<file path="src/rtl/swacc_icm_map_cmd_gen.sv">
// ICM-map command generator: packs cfg/disable/map requests into map_req beats.
// Optional build macro SWACC_MAP_ADDR_CHECK_EN: clear misaligned icm_addr bits and flag map_err.
module swacc_icm_map_cmd_gen #(
    parameter int HEAD_W = 128,
    parameter int DATA_W = 256,
    parameter int CNT_W  = 32
) (
    input  logic              clk,
    input  logic              rst,
    input  logic              cfg_valid,
    output logic              cfg_ready,
    input  logic [55:0]       cfg_qpc_base,
    input  logic [7:0]        cfg_qpc_num_log,
    input  logic [55:0]       cfg_cqc_base,
    input  logic [7:0]        cfg_cqc_num_log,
    input  logic [55:0]       cfg_eqc_base,
    input  logic [7:0]        cfg_eqc_num_log,
    input  logic              dis_valid,
    output logic              dis_ready,
    input  logic              dis_sel,
    input  logic              map_valid,
    output logic              map_ready,
    input  logic [CNT_W-1:0]  map_chunk_num,
    input  logic              ent_valid,
    output logic              ent_ready,
    input  logic [63:0]       ent_icm_addr,
    input  logic [51:0]       ent_phy_addr,
    output logic              map_req_valid,
    output logic [HEAD_W-1:0] map_req_head,
    output logic [DATA_W-1:0] map_req_data,
    output logic              map_req_last,
    input  logic              map_req_ready,
    output logic              map_err
);

    localparam logic [3:0] T_WR_ICMMAP_CXT = 4'h5;
    localparam logic [3:0] T_MAP_ICM_CXT   = 4'h6;
    localparam logic [3:0] O_WR_ICMMAP_EN  = 4'h1;
    localparam logic [3:0] O_WR_ICMMAP_DIS = 4'h2;
    localparam logic [3:0] O_MAP_ICM_EN    = 4'h3;
    localparam logic [3:0] O_MAP_ICM_DIS   = 4'h4;

    typedef enum logic [2:0] {
        S_IDLE, S_CFG, S_DIS, S_M_FIRST, S_M_HI, S_M_LO, S_EMIT
    } state_e;

    state_e              state_q, state_d;
    logic [CNT_W-1:0]    rem_q, rem_d;
    logic [HEAD_W-1:0]   head_q, head_d;
    logic [DATA_W-1:0]   data_q, data_d;
    logic                last_q, last_d;
    logic                valid_q, valid_d;
    logic                err_q, err_d;

    logic                idle;
    logic                beat_acc;
    logic                ent_acc;
    logic [63:0]         icm_eff;
    logic [127:0]        slot;

    // Request arbitration and entry acceptance (dis > cfg > map).
    always_comb begin
        idle      = (state_q == S_IDLE) && !rst;
        dis_ready = idle && dis_valid;
        cfg_ready = idle && cfg_valid && !dis_valid;
        map_ready = idle && map_valid && !dis_valid && !cfg_valid;
        ent_ready = !rst && !valid_q && (rem_q != '0) &&
                    ((state_q == S_M_FIRST) || (state_q == S_M_HI) ||
                     (state_q == S_M_LO));
        beat_acc  = valid_q && map_req_ready;
        ent_acc   = ent_valid && ent_ready;
`ifdef SWACC_MAP_ADDR_CHECK_EN
        icm_eff   = {ent_icm_addr[63:12], 12'h000};
`else
        icm_eff   = ent_icm_addr;
`endif
        slot      = {icm_eff, ent_phy_addr, 12'h000};
    end

    // Next-state, beat assembly and error pulse.
    always_comb begin
        state_d = state_q;
        rem_d   = rem_q;
        head_d  = head_q;
        data_d  = data_q;
        last_d  = last_q;
        valid_d = valid_q;
        err_d   = 1'b0;
        unique case (state_q)
            S_IDLE: begin
                if (dis_ready) begin
                    head_d = '0;
                    if (dis_sel) begin
                        head_d[127:124] = T_MAP_ICM_CXT;
                        head_d[123:120] = O_MAP_ICM_DIS;
                    end else begin
                        head_d[127:124] = T_WR_ICMMAP_CXT;
                        head_d[123:120] = O_WR_ICMMAP_DIS;
                    end
                    data_d  = '0;
                    last_d  = 1'b1;
                    valid_d = 1'b1;
                    state_d = S_DIS;
                end else if (cfg_ready) begin
                    head_d          = '0;
                    head_d[127:124] = T_WR_ICMMAP_CXT;
                    head_d[123:120] = O_WR_ICMMAP_EN;
                    data_d          = '0;
                    data_d[63:0]    = {cfg_eqc_base, cfg_eqc_num_log};
                    data_d[127:64]  = {cfg_cqc_base, cfg_cqc_num_log};
                    data_d[191:128] = {cfg_qpc_base, cfg_qpc_num_log};
                    last_d          = 1'b1;
                    valid_d         = 1'b1;
                    state_d         = S_CFG;
                end else if (map_ready) begin
                    data_d = '0;
                    rem_d  = map_chunk_num;
                    if (map_chunk_num == '0) begin
                        head_d = '0;
                        err_d  = 1'b1;
                    end else begin
                        head_d          = '0;
                        head_d[127:124] = T_MAP_ICM_CXT;
                        head_d[123:120] = O_MAP_ICM_EN;
                        head_d[95:64]   = map_chunk_num;
                        state_d         = S_M_FIRST;
                    end
                end
            end
            S_CFG, S_DIS: begin
                if (beat_acc) begin
                    head_d  = '0;
                    data_d  = '0;
                    last_d  = 1'b0;
                    valid_d = 1'b0;
                    state_d = S_IDLE;
                end
            end
            S_M_FIRST: begin
                if (ent_acc) begin
                    data_d          = '0;
                    data_d[127:0]   = slot;
                    rem_d           = rem_q - CNT_W'(1);
                    last_d          = (rem_q == CNT_W'(1));
                    valid_d         = 1'b1;
                    state_d         = S_EMIT;
                end
            end
            S_M_HI: begin
                if (ent_acc) begin
                    data_d[255:128] = slot;
                    rem_d           = rem_q - CNT_W'(1);
                    if (rem_q == CNT_W'(1)) begin
                        last_d  = 1'b1;
                        valid_d = 1'b1;
                        state_d = S_EMIT;
                    end else begin
                        state_d = S_M_LO;
                    end
                end
            end
            S_M_LO: begin
                if (ent_acc) begin
                    data_d[127:0] = slot;
                    rem_d         = rem_q - CNT_W'(1);
                    last_d        = (rem_q == CNT_W'(1));
                    valid_d       = 1'b1;
                    state_d       = S_EMIT;
                end
            end
            S_EMIT: begin
                if (beat_acc) begin
                    data_d  = '0;
                    valid_d = 1'b0;
                    last_d  = 1'b0;
                    if (last_q) begin
                        head_d  = '0;
                        state_d = S_IDLE;
                    end else begin
                        state_d = S_M_HI;
                    end
                end
            end
            default: state_d = S_IDLE;
        endcase
`ifdef SWACC_MAP_ADDR_CHECK_EN
        if (ent_acc && (ent_icm_addr[11:0] != 12'h000)) begin
            err_d = 1'b1;
        end
`endif
    end

    // State and output registers with synchronous reset.
    always_ff @(posedge clk) begin
        if (rst) begin
            state_q <= S_IDLE;
            rem_q   <= '0;
            head_q  <= '0;
            data_q  <= '0;
            last_q  <= 1'b0;
            valid_q <= 1'b0;
            err_q   <= 1'b0;
        end else begin
            state_q <= state_d;
            rem_q   <= rem_d;
            head_q  <= head_d;
            data_q  <= data_d;
            last_q  <= last_d;
            valid_q <= valid_d;
            err_q   <= err_d;
        end
    end

    assign map_req_valid = valid_q;
    assign map_req_head  = head_q;
    assign map_req_data  = data_q;
    assign map_req_last  = last_q;
    assign map_err       = err_q;

endmodule
</file>
<file path="config.mk">
export PLATFORM = sky130hd
export DESIGN_NAME = swacc_icm_map_cmd_gen
export DESIGN_NICKNAME = d
export VERILOG_FILES = /design/src/rtl/swacc_icm_map_cmd_gen.sv
export SDC_FILE = /design/constraint.sdc
export NUM_CORES = 1
export LEC_CHECK = 0
export CAP_MARGIN = 10
export CORE_AREA = 2 2 290 292
export DETAILED_ROUTE_END_ITERATION = 10
export DIE_AREA = 0 0 292 294
export GPL_TIMING_DRIVEN = 0
export PLACE_DENSITY = 0.41
export SETUP_SLACK_MARGIN = 0.2
export SYNTH_ARGS = -nofsm -noshare
export SYNTH_HDL_FRONTEND = slang
export SYNTH_SLANG_ARGS = --single-unit
</file>
<file path="constraint.sdc">
create_clock -name clk -period 2.5 [get_ports clk]
set_input_delay 0.5 -clock clk [delete_from_list [all_inputs] [get_ports clk]]
set_output_delay 0.5 -clock clk [all_outputs]
set_load 0.05 [all_outputs]
</file>
[Word-level counts from Yosys, hierarchy flattened]
Index checks and enable logic that the tools add are counted.
Word-level totals
  output and inout port bits: 391
  bits in registers: 422
  input port bits: 348
Operators by class
  bitwise gates (word level): 2
  add/sub/neg operators: 1
  mux-type cells: 43
  reductions and logical operators: 37
  equal/unequal tests: 23
Operators with widths (number)
  two-way mux 256 bit: 5
  one-hot mux 128 bit (4 select lines): 2
  two-way mux 128 bit: 7
  one-hot mux 128 bit (3 select lines): 1
  two-way mux 32 bit: 4
  two-way mux 127 bit: 1
  one-hot mux 32 bit (2 select lines): 1
  == test 32 x 1 -> 1 bit (second input constant): 1
  zero test 32 bit: 1
  nonzero test 32 bit: 1
  subtractor 32 x 1 -> 32 bit (second input constant): 1
  two-way mux 3 bit: 9
  AND reduction 5 bit: 4
  != test 2 bit (second input constant): 9
  one-hot mux 3 bit (5 select lines): 1
  logical AND 1 bit: 12
  AND reduction 6 bit: 2
  nonzero test 4 bit: 3
  == test 3 bit (second input constant): 3
  two-way mux 1 bit: 8
  != test 2 x 1 -> 1 bit (second input constant): 4
  != test 4 bit (second input constant): 2
  one-hot mux 1 bit (4 select lines): 2
  == test 3 x 2 -> 1 bit (second input constant): 2
  other kinds (13): 20

[Longest topological paths before layout]
Gate-level depths: netlist of run 1.
  word-level depth: 9
  depth in mapped cells: 9
  gate-level depth less buffers: 8

[Least setup slack after synthesis of run 1]
No wires, ideal clock.
  path type: register to output
  start point: reg state_q[2]
  end point: out ent_ready
  cell stages (with the launch flop): 7
  path slack: -0.804 ns
  buffers on the path: 3
  data arrival time: 2.804 ns
  data required time: 2.000 ns
  path through: dfxtp_1 > clkbuf_1 > nor2b_1 > nor2_1 > clkbuf_1 > clkbuf_1 > nor4_1
Between the ends
  cells in the longest elaborated chain, start to end: 4
  elaborated cells on any way between the ends: 6
  those cells by class: 3 x eq/ne; 3 x reduce/logical
Ends and longest elaborated chain
  from (decl): RTL line 47  | state_e state_q, state_d;
  from (signal assigned): RTL line 204  | state_q <= state_d;
  == test 3 x 2 -> 1 bit / == test 3 bit (equally long branches): RTL line 68  | ((state_q == S_M_FIRST) || (state_q == S_M_HI) ||
  logical OR 1 bit: RTL line 68
  logical OR 1 bit *: RTL line 68
  logical AND 1 bit *: RTL line 67  | ent_ready = !rst && !valid_q && (rem_q != '0) &&
  to (decl): RTL line 25  | output logic ent_ready,
Every way passes the cells marked *; elsewhere a longest branch is shown, timed or not.

[Final worst setup path of run 1]
  start point: reg rem_q[3]
  end point: reg data_q[189], in the netlist map_req_data[189]
Between the ends
  cells in the longest elaborated chain, start to end: 6
  elaborated cells on any way between the ends: 7
  those cells by class: 2 x eq/ne; 5 x reduce/logical
Ends and longest elaborated chain
  from (decl): RTL line 48  | logic [CNT_W-1:0] rem_q, rem_d;
  from (signal assigned): RTL line 205  | rem_q <= rem_d;
  nonzero test 32 bit *: RTL line 67
  logical AND 1 bit * (2 in series): RTL line 67
  logical AND 1 bit *: RTL line 71  | ent_acc = ent_valid && ent_ready;
  != test 2 bit (no line)
  AND reduction 5 bit (no line) *
  to (signal assigned): RTL line 207  | data_q <= data_d;
  to (decl): RTL line 50  | logic [DATA_W-1:0] data_q, data_d;
Marked as above.
A chain may end at the register's enable or synchronous reset.

==> results by group, run 1 <==
Status
  • Status: finished with violations
  • Failing checks: setup timing

Floorplanning
  • Initial Utilization: 19.1%
  • IO Count: between 700 and 800
  • Die area: 85800 um^2
  • Row count: 106
  • Die X-Extent: 292 um
  • Die Y: between 200 and 300 um
  • CORE AREA: between 80000 and 90000 um^2

Pwr
  • Worst IR Drop VDD: 0.526 mV
  • Power Density: 1430 nW/um^2
  • Leak pwr: 0.0108 uW

Synthesis
  • Synthesized instance count: 1731
  • Synth Area per Inst: 9.16 um^2
  • Post-Syn Area: roughly 16000 um^2
  • Number of synthesized register bits: 332
  • EDFF count, synth: 0
  • Post-synth top area share: 41.9%
  • Synth Flop Type: dfxtp_1
  • Sequential fraction of the synthesis area: 41.9%
  • Top cells by area, synth: dfxtp_1 (42%), a221oi_1 (11%), mux2i_1 (7.4%), nand2_1 (5.7%), buf_4 (4.6%)
  • Cell taking the most area after synthesis: dfxtp_1
  • FFs w/ async S/R, synth: 0%
  • Yosys warnings: 0
  • Yosys cell types: 72

STA
  • Top achievable clock speed: 322 MHz
  • Tmin final: 3.11 ns
  • Setup Skew: approximately 0.024 ns
  • Final hold vios: 0
  • Final Slew Violations: 0
  • Measured slew at the worst slew-check pin: 1.21 ns
  • Final count of negative-setup-slack endpoints: roughly 300
  • RSZ-0062 raised after global routing: true
  • Final period util: 124%
  • Worst setup margin: -0.610 ns
  • Max_slew headroom: 19.1%

GRT
  • Largest net degree at the start of global routing: 13
  • Number of global-route vias before repair: 17600
  • Initial antenna violation count: 12
  • First-pass GRT wire length: 127000 um
  • Total track usage: 20.0%
  • Remaining Overflow, GRT: 0

Cells and area
  • Layout cells sized above 1: 19.6%
  • Area growth syn-to-layout: 82.2%
  • Final nets: 2981
  • Most frequent cells in the layout: clkdlybuf4s50_1 (643), dfxtp_1 (327), nand2_1 (241)
  • Fillers: roughly 8400
  • Most common cell after layout, fill and taps aside: clkdlybuf4s50_1
  • Non-filler instance count after layout: 3760

Detailed routing
  • WL/cell: between 20 and 25 um
  • Via count of the routed design: 17600
  • First drt pass iteration count: 5
  • Final WL: roughly 90000 um
  • Initial drt markers: roughly 1100
  • Final ANT Viol Nets: 0
  • DR vias/cell: 4.69
  • DR DRC count: 0

Clock network
  • H-tree depth: 2
  • Number of buffers created by CTS: 46
  • CTS hold repair buffers: 0
  • CTS tree: built
  • Clk Latency, worst-skew pair: 0.59 ns
  • Total clock sinks: between 300 and 400
  • Clock root cell: clkbuf_16
  • CTS Buffer Depth: 3
  • Worst-path clk slew: approximately 0.070 ns

Worst setup path
  • CP Capture Type: flip-flop
  • Worst path required time: between 3 and 4 ns
  • Type of origin of the critical path: flip-flop
  • WS Path Type: flip-flop to flip-flop
  • Crit-path max FO: 5
  • Arrival time at the worst endpoint: ~3.6 ns

Placed design
  • Place WS: -2.14 ns
  • Dpl hpwl: a little under 70000 um
  • DP Cell Count: 3550
  • Routability Congestion: 0.893
  • Number of port buffers: 648

Flow run
  • Max-Cap Viols: 0

Worst hold path
  • Hold crit path type: flip-flop to flip-flop
==> cells in the mapped netlist, drive strengths merged (4+ instances only) <==
cell type	number
nand3	15
nand4	8
o21ai	30
or4	6
a32oi	4
o31ai	7
mux2i	118
a31oi	7
nor3	15
and2	6
nand2	243
or3	4
o32ai	5
a32o	32
a221oi	232
a22oi	86
nor4	24
dfxtp	332
clkbuf	129
a21oi	34
inv	129
nand3b	4
nor2	65
buf	128
nor2b	9
==> report_power, final <==
part           leakage [uW]  internal, uW  total (uW)  switching [uW]
clock network      0.000745          3940        6640            2700
registers           0.00271          6570        7340             773
logic               0.00739         12500       27300           14800
total                0.0108         23000       41300           18300
==> final timing paths <==
check,startpoint,end,slack [ns],cells past startpoint
max reg2reg,rem_q[3],map_req_data[189],-0.61,12
min reg2reg,map_req_head[125],map_req_head[125],0.45,2
min,map_req_head[125],map_req_head[125],0.45,2
max,rem_q[3],map_req_data[189],-0.61,12
==> cell families after synthesis <==
logic type,share of synthesized area [%]
flip-flops,41.9
AND/OR/NAND/NOR,11.8
multiplexers,7.52
AO/OA/AOI/OAI,25.6
adder cells (fa/ha/maj),0.300
XOR/XNOR,0.0552
buffers and inverters,12.8
other,0.0236
==> registers in the layout, summed over array words and instances (netlist names) <==
register,cells
rem_q,32
map_err,1
map_req_valid,1
map_req_data,256
map_req_last,1
map_req_head,38
state_q,3
==> critical path: stages, from the launching register on <==
cell and delay [ns]:
dfxtp_2 0.34, or4_4 0.55, or4_4 0.58, buf_4 0.17, nor4_4 0.25, buf_4 0.17, a221o_2 0.19, buf_12 0.14
buf_12 0.10, buf_16 0.15, buf_12 0.11, buf_16 0.11, mux2i_1 0.19
==> metrics by stage <==
step	util (%)	hold WS, ns	area (um^2)	setup TNS, ns	total power [uW]
6_report	34.9	0.454	28900	-124.46	41300
5_1_grt	34.8	0.473	28900	-152.00	43100
4_1_cts	33.2	0.453	27500	-120.84	38400
3_5_place_dp	29.1	0.445	24100	-446.38	26100
3_3_place_gp	29.1	0.445	24100	-447.44	25900
2_1_floorplan	-	0.454	16200	0	19600
==> layout make-up <==
class	instances	area [um^2]	share of cell area (%)
Inverter	129	484	1.68
Clock buffer	69	1350	4.66
Antenna cell	13	32.5	0.113
Tap cell	1080	1350	4.68
Timing Repair Buffer	760	8450	29.2
Multi-Input combinational cell	1104	8360	28.9
Clock inverter	16	163	0.563
Sequential cell	332	6650	23.0
Buffer	257	2060	7.13
==> what timing repair did <==
action	CTS	global route
gates cloned	26	15
buffers inserted	41	30
pin swaps	16	129
setup endpoints to repair	470	509
resized for setup	212	166
==> metal layers <==
metal / up-vias / track usage [%] / wire [um] / part of all wire (%)
li1: 8083 / - / - / -
met1: 8692 / 23.9 / 37100 / 40
met2: 729 / 35.2 / 46200 / 50
met3: 129 / 5.21 / 6780 / 7.3
met4: 6 / 5.81 / 2490 / 2.7
met5: - / 0 / 38 / 0.041
Power figures use the tool's default switching activity.
==> run 2, diff against run 1 <==
--- a/config.mk
+++ b/config.mk
@@ -6,11 +6,11 @@
 export NUM_CORES = 1
 export LEC_CHECK = 0
 export CAP_MARGIN = 10
-export CORE_AREA = 2 2 290 292
+export CORE_AREA = 2 2 286 288
 export DETAILED_ROUTE_END_ITERATION = 10
-export DIE_AREA = 0 0 292 294
+export DIE_AREA = 0 0 288 290
 export GPL_TIMING_DRIVEN = 0
-export PLACE_DENSITY = 0.41
+export PLACE_DENSITY = 0.42
 export SETUP_SLACK_MARGIN = 0.2
 export SYNTH_ARGS = -nofsm -noshare
 export SYNTH_HDL_FRONTEND = slang
==> constraint.sdc (replaced) <==
create_clock -name clk -period 2.5 [get_ports clk]
set_input_delay 0.25 -clock clk [delete_from_list [all_inputs] [get_ports clk]]
set_output_delay 0.25 -clock clk [all_outputs]
set_load 0.05 [all_outputs]
==> run 2 against run 1 <==
Effect of this change:
- the run still ends with setup timing left
- sequential power barely moved
- routed wire length rose by 0.87%
- clock power rose by 3.8%
- sequential share of layout area rose by 0.42 points
- critical path depth did not move
- global-route usage rose by 1.3 points
- utilization rose by 0.58 points
==> results by group, run 2 (synthesized netlist as in run 1, its figures left out) <==
Floorplanning
  • Row count: 104
  • Die area: 83500 um^2
  • IO Count: 739
  • CORE AREA: roughly 80000 um^2
  • Die X-Extent: approximately 290 um
  • Die Y: 290 um
  • Initial Utilization: 19.8%

Pwr
  • Power Density: 1420 nW/um^2
  • Leak pwr: 0.0108 uW
  • Total power: 40300 uW
  • Worst IR Drop VDD: 0.737 mV

Cells and area
  • Most common cell after layout, fill and taps aside: clkdlybuf4s50_1
  • Most frequent cells in the layout: clkdlybuf4s50_1 (644), dfxtp_1 (323), nand2_1 (241)
  • Finished Cell Area: 28400 um^2
  • Final nets: 2966
  • Area growth syn-to-layout: 79.1%
  • Layout cells sized above 1: 18.7%
  • Fillers: 8230
  • Multi-input gate area: between 8000 and 9000 um^2
  • FF+latch area: 6660 um^2
  • Max FFs per register: 256

Detailed routing
  • Final ANT Viol Nets: 0
  • WL/cell: 25.2 um
  • DR vias/cell: 4.71
  • Final WL: 93500 um
  • Via count of the routed design: between 15000 and 20000
  • Initial drt markers: approximately 1300
  • DR DRC count: 0
  • First drt pass iteration count: 6

Placed design
  • Number of port buffers: 648
  • Dpl hpwl: 71900 um
  • Post-place instance area: between 20000 and 25000 um^2
  • Routability Congestion: 0.929

GRT
  • Number of global-route vias before repair: about 18000
  • Total track usage: about a fifth
  • Remaining Overflow, GRT: 0
  • First-pass GRT wire length: roughly 130000 um
  • Initial antenna violation count: 14
  • Largest net degree at the start of global routing: 12

Worst setup path
  • CP Capture Type: flip-flop
  • Critical-path cell list: or4_4, buf_6, nor4_4, nand4_1, a41oi_2, a21o_4, buf_6, buf_6, buf_12, buf_12, buf_12, a221oi_2
  • Worst path required time: 2.90 ns
  • Cell family with most CP delay: simple AND/OR/NAND/NOR gates
  • Critical-path top delay cell: or4_4
  • Max incr delay on CP: 0.56 ns
  • Type of origin of the critical path: flip-flop
  • WS Path Type: flip-flop to flip-flop
  • WP buf/inv: 6
  • Crit-path max FO: 5
  • Arrival time at the worst endpoint: 3.34 ns

STA
  • Max_slew headroom: 38.7%
  • Top achievable clock speed: 340 MHz
  • RSZ-0062 raised after global routing: true
  • Final Slew Violations: 0
  • Setup Skew: 0.0249 ns
  • Final period util: 118%
  • Tmin final: 2.94 ns
  • Final hold vios: 0
  • Worst setup margin: -0.441 ns
  • Fin Hold WS: 0.266 ns
  • Measured slew at the worst slew-check pin: 0.919 ns
  • Final count of negative-setup-slack endpoints: 290

Clock network
  • Clk Latency, worst-skew pair: 0.58 ns
  • CTS tree: built
  • Worst-path clk slew: approximately 0.060 ns
  • CTS hold repair buffers: 0
  • Total clock sinks: 332
  • Number of buffers created by CTS: 44
  • H-tree depth: 2
  • CTS Buffer Depth: 3
  • Clock root cell: clkbuf_16

Worst hold path
  • Hold crit path type: input port to flip-flop

Flow run
  • Max-Cap Viols: 0

Status
  • Failing checks: setup timing
  • Status: finished with violations
-- run 2: worst min-delay path, cell delays in order --
cell	delay (ns)
clkdlybuf4s50_1	0.42
nand2_1	0.07
mux2i_1	0.05
-- run 2: cell type report --
class                           instances  area share [%]
Timing Repair Buffer                  749            29.0
Multi-Input combinational cell       1102            28.5
Sequential cell                       332            23.4
Buffer                                257            7.16
Clock buffer                           66            4.81
Tap cell                             1060            4.67
Inverter                              129            1.70
Clock inverter                         13           0.705
Antenna cell                            9          0.0793
-- run 2: layer usage --
layer	part of all wire, %	vias to the layer above	wire length, um	track usage [%]
li1	-	8049	-	-
met1	40	8516	37800	25.7
met2	49	787	45700	37.0
met3	7.7	132	7240	5.19
met4	2.9	6	2700	6.60
met5	0.044	-	41	0
-- run 2: power breakdown --
group	internal (uW)	switching (uW)	total, uW
registers	6570	775	7340
clock network	4270	2620	6890
logic	11800	14300	26000
-- run 2: path summary, 6_finish.rpt --
check	cells after the start	to	slack, ns	from
worst max-delay path	12	map_req_data[112]	-0.44	rem_q[30]
worst max register to register	12	map_req_data[112]	-0.44	rem_q[30]
worst min-delay path	3	map_req_data[211]	0.27	ent_icm_addr[19]
worst min register to register	2	map_req_data[184]	0.46	map_req_data[184]
-- run 2: timing repair --
action,in CTS,in global routing
pin swaps,46,64
setup buffers,46,20
setup endpoints to repair,335,335
gates resized for setup,241,84
gates cloned,31,1
-- run 2: through the flow --
step | std cells | util [%] | setup WS (ns) | TNS (ns)
after floorplan | 1820 | - | 0.0169 | 0
after global placement | 3528 | 30.1 | -1.97 | -397.27
after detailed placement | 3530 | 30.1 | -2.02 | -389.63
after CTS | 3686 | 34.7 | -0.523 | -98.39
after global routing | 3716 | 35.4 | -0.520 | -115.26
final | 3717 | 35.4 | -0.441 | -85.11
==> run 3, diff against run 2 <==
--- a/config.mk
+++ b/config.mk
@@ -7,6 +7,7 @@
 export LEC_CHECK = 0
 export CAP_MARGIN = 10
 export CORE_AREA = 2 2 286 288
+export CTS_BUF_LIST = sky130_fd_sc_hd__clkbuf_4
 export DETAILED_ROUTE_END_ITERATION = 10
 export DIE_AREA = 0 0 288 290
 export GPL_TIMING_DRIVEN = 0
==> run 3 against run 2 <==
Effect of this change:
- the run still ends with setup timing left
- first-iteration DRC count down 2.9%
- clock skew up 0.065 ns
- sequential power about the same
- total power down 3.9%
- worst hold slack worse by 0.18 ns
- final cell count up 5.8%
- combinational power about the same
- sequential share of layout area down 0.66 points
- critical path type is now flip-flop to output port
==> results by group, run 3 (synthesized netlist as in run 1, its figures left out) <==
Placed design
  • Place WS: -2.02 ns
  • Number of port buffers: roughly 650
  • DP Cell Count: 3530
  • Dpl hpwl: 71900 um
  • Routability Congestion: 0.929

STA
  • Setup Skew: 0.0898 ns
  • Worst setup margin: -0.567 ns
  • Tmin final: ~3.1 ns
  • Max_slew headroom: 20.3%
  • Final count of negative-setup-slack endpoints: 322
  • Final hold vios: 0
  • Top achievable clock speed: between 300 and 400 MHz
  • RSZ-0062 raised after global routing: true
  • Measured slew at the worst slew-check pin: about 1.2 ns
  • Final Slew Violations: 0
  • Final period util: 123%

Cells and area
  • Area growth syn-to-layout: 84.2%
  • Max FFs per register: 256
  • FF+latch area: 6660 um^2
  • Fillers: 8308
  • Multi-input gate area: 8120 um^2
  • Final nets: 3145
  • Non-filler instance count after layout: 3933
  • Post-layout util: 36.5%
  • Layout cells sized above 1: between 10% and 20%
  • Most common cell after layout, fill and taps aside: clkdlybuf4s50_1
  • Most frequent cells in the layout: clkdlybuf4s50_1 (644), dfxtp_1 (324), nand2_1 (240)

Detailed routing
  • Final ANT Viol Nets: 0
  • WL/cell: approximately 24 um
  • Final WL: 95000 um
  • Initial drt markers: 1267
  • DR DRC count: 0
  • Via count of the routed design: 18300
  • DR vias/cell: between 4 and 5
  • First drt pass iteration count: 5

Floorplanning
  • Die Y: 290 um
  • Row count: between 100 and 150
  • Die X-Extent: ~290 um
  • CORE AREA: 80200 um^2
  • Die area: 83500 um^2
  • IO Count: 739
  • Initial Utilization: 19.8%

Worst setup path
  • R2R Path End: map_req_data[168]
  • Crit-path max FO: 2
  • Reg2reg setup slack: -0.54 ns
  • Top cell by count, worst path: or4_4
  • R2R depth: 11
  • Critical-path cell list: or4_4, or4_4, nor4_4, nor4_2, buf_4
  • Arrival time at the worst endpoint: ~2.8 ns
  • WS Path Type: flip-flop to output port
  • Type of origin of the critical path: flip-flop
  • Worst path required time: between 2 and 2.5 ns
  • Critical-path top delay cell: or4_4
  • CP Capture Type: output port
  • Max incr delay on CP: 0.55 ns
  • FF-to-FF Start: rem_q[5]

Clock network
  • Worst-path clk slew: 0.06 ns
  • Total clock sinks: 332
  • Clock root cell: clkbuf_4
  • CTS Buffer Depth: 3
  • Clk Latency, worst-skew pair: 0.90 ns
  • CTS tree: built
  • Number of buffers created by CTS: 103
  • H-tree depth: 3

Worst hold path
  • Hold crit path type: input port to flip-flop
  • Hold-critical path depth: 3
  • Hold EP: map_req_head[91]
  • Hold path startpoint: map_chunk_num[27]

Pwr
  • Power Density: 1320 nW/um^2
  • Leak pwr: 0.0112 uW
  • Worst IR Drop VDD: 0.694 mV

Flow run
  • Max-Cap Viols: 0

GRT
  • Initial antenna violation count: 13
  • Largest net degree at the start of global routing: 16
  • Remaining Overflow, GRT: 0
  • First-pass GRT wire length: 132000 um
  • Number of global-route vias before repair: around 19000
  • Total track usage: a little over a fifth

Status
  • Failing checks: setup timing
  • Status: finished with violations
==> run 3: cell count changes in the layout (fill, tap and decap cells not counted), moves of 13 or more <==
cell and delta:
clkbuf_4 +144, dlygate4sd3_1 +118, clkbuf_16 -33, buf_16 -16
clkinv_1 +16, clkbuf_8 -14, buf_4 +13
==> run 3: how the worst max path moves through the flow <==
stage               startpoint  cells past startpoint  slack (ns)           endpoint
floorplan           state_q[2]                      6        0.02          ent_ready
finish                rem_q[5]                      5       -0.57          ent_ready
CTS                   rem_q[5]                      5       -0.82          ent_ready
global placement           rst                      9       -1.97  map_req_data[111]
global route         rem_q[23]                      6       -0.70          ent_ready
detailed placement         rst                      9       -2.02  map_req_data[108]
==> run 3: stage by stage <==
stage               hold WS [ns]  setup TNS [ns]  cell area [um^2]  power, uW
floorplan                  0.376               0             16300      19900
global placement           0.446         -397.27             24100      26500
detailed placement         0.451         -389.63             24200      26600
CTS                     0.000420         -104.92             28700      37900
global route              0.0141         -138.90             29200      40500
finish                    0.0912         -112.53             29200      38700
==> run 3: repair_timing <==
item | 4_1_cts | 5_1_grt
gates resized for setup | 259 | 48
endpoints found under the setup margin | 632 | 632
hold buffers | 118 | 0
pin swaps | 17 | 23
endpoints found under the hold margin | 113 | 0
gates cloned | 24 | 7
setup buffers | 54 | 15
==> run 3: per-layer routing <==
layer	wire length, um	track usage [%]	vias to the layer above
li1	-	-	8456
met1	38400	25.8	8851
met2	46100	36.9	860
met3	7230	5.79	173
met4	3270	7.95	0
met5	0	0	-
==> run 3: worst max-delay path: cells and delay by family (launching register included) <==
family,cells,cell delay [ns]
buf+inv,1,0.24
flops,1,0.32
simple gates,4,1.35
==> run 3: report_power, final <==
| part | switching, uW | total [uW] | internal, uW | leakage [uW] |
|---|---|---|---|---|
| sequential | 778 | 7350 | 6570 | 0.00271 |
| combinational | 14400 | 26100 | 11700 | 0.00776 |
| clock | 2590 | 5230 | 2630 | 0.000713 |
| total | 17800 | 38700 | 20900 | 0.0112 |
==> run 3: area by class of cell <==
cell class	count	area share, %
Buffer	257	7.26
Multi-Input combinational cell	1103	27.8
Clock buffer	145	3.73
Antenna cell	15	0.128
Sequential cell	332	22.8
Tap cell	1060	4.54
Inverter	129	1.66
Clock inverter	24	0.390
Timing Repair Buffer	868	31.7
